[config.mk]
export PLATFORM = sky130hd
export DESIGN_NAME = data_mem_sized
export DESIGN_NICKNAME = d
export VERILOG_FILES = /design/src/rtl/data_mem_sized.sv
export SDC_FILE = /design/constraint.sdc
export NUM_CORES = 1
export LEC_CHECK = 0
export BUFFER_PORTS_ARGS = -buffer_cell sky130_fd_sc_hd__buf_4
export CAP_MARGIN = 15
export CORE_UTILIZATION = 30
export CTS_CLUSTER_SIZE = 16
export DETAILED_ROUTE_END_ITERATION = 6
export GPL_ROUTABILITY_DRIVEN = 0
export GPL_TIMING_DRIVEN = 1
export SKIP_LAST_GASP = 1
export SLEW_MARGIN = 20
export SYNTH_ARGS = -nofsm -noshare
export SYNTH_HDL_FRONTEND = slang
export SYNTH_SLANG_ARGS = --single-unit
export TNS_END_PERCENT = 10
[constraint.sdc]
create_clock -name Clock -period 3.2 [get_ports Clock]
set_input_delay 0.16 -clock Clock [delete_from_list [all_inputs] [get_ports Clock]]
set_output_delay 0.16 -clock Clock [all_outputs]
set_load 0.01 [all_outputs]
[src/rtl/data_mem_sized.sv]
// Parametrised byte/half/word data memory with a registered load path,
// misalignment reporting and an optional word-by-word clear after reset.
module data_mem_sized #(
  parameter int unsigned ADDR_W         = 32,
  parameter int unsigned DEPTH_LOG2     = 5,
  parameter int unsigned CLEAR_ON_RESET = 1
) (
  input  logic              Clock,
  input  logic              Resetn,
  input  logic              req,
  input  logic              we,
  input  logic [1:0]        size,
  input  logic              sign,
  input  logic [ADDR_W-1:0] addr,
  input  logic [31:0]       datain,
  output logic              ready,
  output logic [31:0]       dataout,
  output logic              rvalid,
  output logic              err,
  output logic              busy
);

  localparam int unsigned DEPTH = 1 << DEPTH_LOG2;

  typedef enum logic {
    S_CLEAR,
    S_IDLE
  } state_t;

  localparam state_t RST_STATE = (CLEAR_ON_RESET != 0) ? S_CLEAR : S_IDLE;

  state_t                state_q, state_d;
  logic [DEPTH_LOG2-1:0] cnt_q, cnt_d;
  logic                  rvalid_q, rvalid_d;
  logic                  err_q, err_d;
  logic [31:0]           dout_q, dout_d;

  logic [31:0]           mem [DEPTH];

  logic [DEPTH_LOG2-1:0] idx;
  logic [1:0]            lane;
  logic                  accept;
  logic                  misalign;
  logic                  store_we;
  logic                  clear_we;
  logic [3:0]            be;
  logic [31:0]           wdata;
  logic [31:0]           rword;
  logic [31:0]           shifted;
  logic [31:0]           ldata;

  // Upper address bits only alias; they carry no information here.
  if (ADDR_W > DEPTH_LOG2 + 2) begin : g_unused_addr
    logic unused_addr_hi;
    assign unused_addr_hi = ^addr[ADDR_W-1:DEPTH_LOG2+2];
  end

  assign idx      = addr[DEPTH_LOG2+1:2];
  assign lane     = addr[1:0];
  assign ready    = (state_q == S_IDLE) && Resetn;
  assign busy     = (state_q == S_CLEAR);
  assign accept   = req && ready;
  assign clear_we = (state_q == S_CLEAR);
  assign store_we = accept && we && !misalign;

  always_comb begin
    misalign = 1'b0;
    unique case (size)
      2'b00:   misalign = 1'b0;
      2'b01:   misalign = addr[0];
      2'b10:   misalign = |addr[1:0];
      default: misalign = 1'b1;
    endcase
  end

  // Store data is replicated across lanes so the byte enables alone pick the target.
  always_comb begin
    be    = '0;
    wdata = datain;
    unique case (size)
      2'b00: begin
        be    = 4'b0001 << lane;
        wdata = {4{datain[7:0]}};
      end
      2'b01: begin
        be    = 4'b0011 << {lane[1], 1'b0};
        wdata = {2{datain[15:0]}};
      end
      2'b10:   be = '1;
      default: be = '0;
    endcase
  end

  assign rword   = mem[idx];
  assign shifted = rword >> {lane, 3'b000};

  always_comb begin
    ldata = '0;
    unique case (size)
      2'b00:   ldata = {{24{sign & shifted[7]}}, shifted[7:0]};
      2'b01:   ldata = {{16{sign & shifted[15]}}, shifted[15:0]};
      2'b10:   ldata = rword;
      default: ldata = '0;
    endcase
  end

  always_comb begin
    state_d  = state_q;
    cnt_d    = cnt_q;
    rvalid_d = 1'b0;
    err_d    = 1'b0;
    dout_d   = dout_q;
    if (state_q == S_CLEAR) begin
      cnt_d = cnt_q + 1'b1;
      if (cnt_q == '1) begin
        state_d = S_IDLE;
      end
    end
    if (accept) begin
      err_d    = misalign;
      rvalid_d = !we;
      if (!we) begin
        dout_d = misalign ? '0 : ldata;
      end
    end
  end

  always_ff @(posedge Clock or negedge Resetn) begin
    if (!Resetn) begin
      state_q  <= RST_STATE;
      cnt_q    <= '0;
      rvalid_q <= 1'b0;
      err_q    <= 1'b0;
      dout_q   <= '0;
    end else begin
      state_q  <= state_d;
      cnt_q    <= cnt_d;
      rvalid_q <= rvalid_d;
      err_q    <= err_d;
      dout_q   <= dout_d;
    end
  end

  always_ff @(posedge Clock) begin
    if (clear_we) begin
      mem[cnt_q] <= '0;
    end else if (store_we) begin
      for (int unsigned i = 0; i < 4; i++) begin
        if (be[i]) begin
          mem[idx][8*i +: 8] <= wdata[8*i +: 8];
        end
      end
    end
  end

  assign dataout = dout_q;
  assign rvalid  = rvalid_q;
  assign err     = err_q;

endmodule

==> impl_metrics.env <==
export IMPL_portBuffers=81
export IMPL_yosys_warnings=0
export IMPL_ys_flop_type="edfxtp_1"
export IMPL_worstSetupStartpointType="flip-flop"
export IMPL_grt_pass1_wl_mm=160
export IMPL_outcome="finished with violations"
export IMPL_skew_ns=0.0296
export IMPL_report_final_slew_viol_count=0
export IMPL_num_io_pins=107
export IMPL_grt_pass1_vias=22300
export IMPL_drt_initial_drc_count=2787
export IMPL_cts_tree="built"
export IMPL_maxCapViolations=0
export IMPL_gr_total_overflow=0
export IMPL_peakVddDrop_uv=452
export IMPL_synth_common_cells="edfxtp_1 (1,024), mux4_2 (226), nor2_1 (211)"
export IMPL_wl_per_cell_um=25.0
export IMPL_start_util=0.302
export IMPL_drc=37
export IMPL_dieArea_um2=142000
export IMPL_drt_first_pass_iters=7
export IMPL_worstReg2RegEnd="mem[31][14]"
export IMPL_hp_start="we"
export IMPL_crit_type="flip-flop to flip-flop"
export IMPL_hpwl_mm=74.4
export IMPL_synthArstFlopShare=0.0376
export IMPL_endpoint="mem[31][14]"
export IMPL_drive_gt1_frac=0.293
export IMPL_synth_seq_area_share=0.754
export IMPL_syn_nets=2255
export IMPL_period_share=0.998
export IMPL_post_cts_buffers=0
export IMPL_worst_endpoint_arrival_ns=3.57
export IMPL_critPathRequiredTime_ns=3.58
export IMPL_clock_sinks=1064
export IMPL_violations="design-rule violations"
export IMPL_synthTopCellsByArea="edfxtp_1 (73%), mux4_2 (12%), mux2i_1 (2.9%)"
export IMPL_cts_clk_slew_worst_paths_ns=0.06
export IMPL_die_h_um=377
export IMPL_crit_slowest_cell="nand3_1"
export IMPL_syn_area_um2=42100
export IMPL_synth_top_cell_area_share=0.731
export IMPL_die_x_um=377
export IMPL_synth_edf_count=1024
export IMPL_placementRows=137
export IMPL_path_cells="and3_1 > nand3_2 > buf_4 > nand3_1 > nand2_1 > nand3_1 > nor2_1 > buf_4"
export IMPL_total_leakage_power_nw=18.9
export IMPL_r2r_start="state_q"
export IMPL_cp_startpoint="state_q"
export IMPL_critPathMaxFanout=29
export IMPL_slowest_delay_ns=0.63
export IMPL_p_total_mw=29.1
export IMPL_power_density_nw_per_um2=580
export IMPL_grt_max_degree=57
export IMPL_drt_total_wl_mm=111
export IMPL_hold_violations=0
export IMPL_finalSetupTns_ns=0
export IMPL_min_period_ns=3.19
export IMPL_synthDistinctLibCells=45
export IMPL_cts_max_level=3
export IMPL_yosysTopAreaCell="edfxtp_1"
export IMPL_clock_path_buffers=3
export IMPL_clk_latency_ns=0.68
export IMPL_drtAntennaViolNets=0
export IMPL_core_um2=139000
export IMPL_rsz0062_at_grt="yes"
export IMPL_nets=2567
export IMPL_finish_utilization=0.360
export IMPL_fillers=12800
export IMPL_dpl_cell_area_um2=46600
export IMPL_cts_root_buf="clkbuf_16"
export IMPL_relSlewSlack=0.194
export IMPL_track_usage=0.156
export IMPL_area_growth_pct=19.2
export IMPL_worst_slew_pin_slew_ns=1.21
export IMPL_yosysMostFrequentCell="edfxtp_1"
export IMPL_crit_path_end_kind="flip-flop"
export IMPL_avgSynthCellArea_um2=19.3
export IMPL_setup_violations_final=0
export IMPL_ys_ff_latch=1064
export IMPL_r2r_cells=8
export IMPL_fmaxAchievable_mhz=313
export IMPL_syn_inst=2182
export IMPL_vias=22500
export IMPL_numCtsBuffers=106
export IMPL_reg2reg_slack_ns=0.008
export IMPL_final_area_um2=50200
export IMPL_antenna_found_initial=5
export IMPL_hold_class="primary input to flip-flop"
export IMPL_via_per_inst=5.05
==> logic make-up after synthesis <==
| kind of cell | after synthesis | share of synthesized area |
|---|---|---|
| DFF | 1064 | 0.754 |
| adders and majority gates | 2 | 0.000594 |
| AOI/OAI and AO/OA | 221 | 0.0345 |
| muxes | 361 | 0.153 |
| and+or+nand+nor | 395 | 0.0417 |
| buffers and inverters | 136 | 0.0148 |
| xor gates and xnor gates | 3 | 0.000624 |
==> cell usage in the layout (no fill, tap or decap), drive strengths merged, types with 11 or more instances in the layout <==
cell type	count
mux2	15
a21oi	44
o22ai	65
mux4	226
dfrtp	40
a22oi	52
nand3	75
clkinv	32
clkbuf	133
nand2	49
mux2i	120
o21ai	19
bufinv	15
nor2	211
nand3b	11
edfxtp	1024
buf	330
and2	13
==> metal layers <==
layer	up-vias	global-route usage	routed length [um]
li1	9557	-	-
met1	11800	0.224	48100
met2	1009	0.230	48900
met3	170	0.0463	11900
met4	4	0.0416	2580
met5	-	0.00172	27
==> worst min path at each step <==
stage,endpoint,slack (ns),depth (start not counted)
4_1_cts,dataout[1],0.03,4
5_1_grt,dataout[0],0.07,4
3_5_place_dp,err,0.31,2
6_report,rvalid,0.08,3
3_3_place_gp,err,0.31,2
2_1_floorplan,cnt_q[0],-0.14,0
==> through the flow <==
step / hold WS [ns] / setup slack (ns) / std cells
after floorplan: -0.136 / 0.473 / 2182
after global placement: 0.305 / -0.117 / 4257
after detailed placement: 0.311 / -0.231 / 4257
after CTS: 0.0269 / 0.150 / 4452
after global routing: 0.0747 / -0.0626 / 4452
final: 0.0828 / 0.00788 / 4454
==> registers in the layout, indices dropped and copies added, names as in the netlist <==
| register | flops |
|---|---|
| cnt_q | 5 |
| dataout | 32 |
| err | 1 |
| mem | 1024 |
| rvalid | 1 |
| state_q | 1 |
==> layout make-up <==
type	instances	area (um^2)	share of cell area
sequential	1064	31800	0.633
multi-input combinational	982	9810	0.195
clock buffer	133	2800	0.0557
timing repair buffer	335	2770	0.0552
tap	1876	2350	0.0468
clock inverter	57	682	0.0136
inverter	5	18.8	0.000374
antenna	2	5.00	0.0000997
==> worst max-delay path, delay by kind of cell (launching register included) <==
family        cells  cell delay [ns]
flops             1             0.37
simple gates      6             1.78
buf+inv           2             0.72
==> repair_timing <==
| item | in CTS | in global routing |
|---|---|---|
| endpoints found under the hold margin | 57 | 0 |
| setup endpoints to repair | 0 | 81 |
| resized for setup | 0 | 1 |
| hold buffers | 5 | 0 |
==> report_power, final <==
part / internal, mW / leakage, nW / switching [mW] / total, mW
logic: 0.504 / 5.02 / 0.869 / 1.37
registers: 15.2 / 12.2 / 0.0574 / 15.2
clock network: 7.37 / 1.67 / 5.14 / 12.5
total: 23.0 / 18.9 / 6.07 / 29.1
Power figures use the tool's default switching activity.
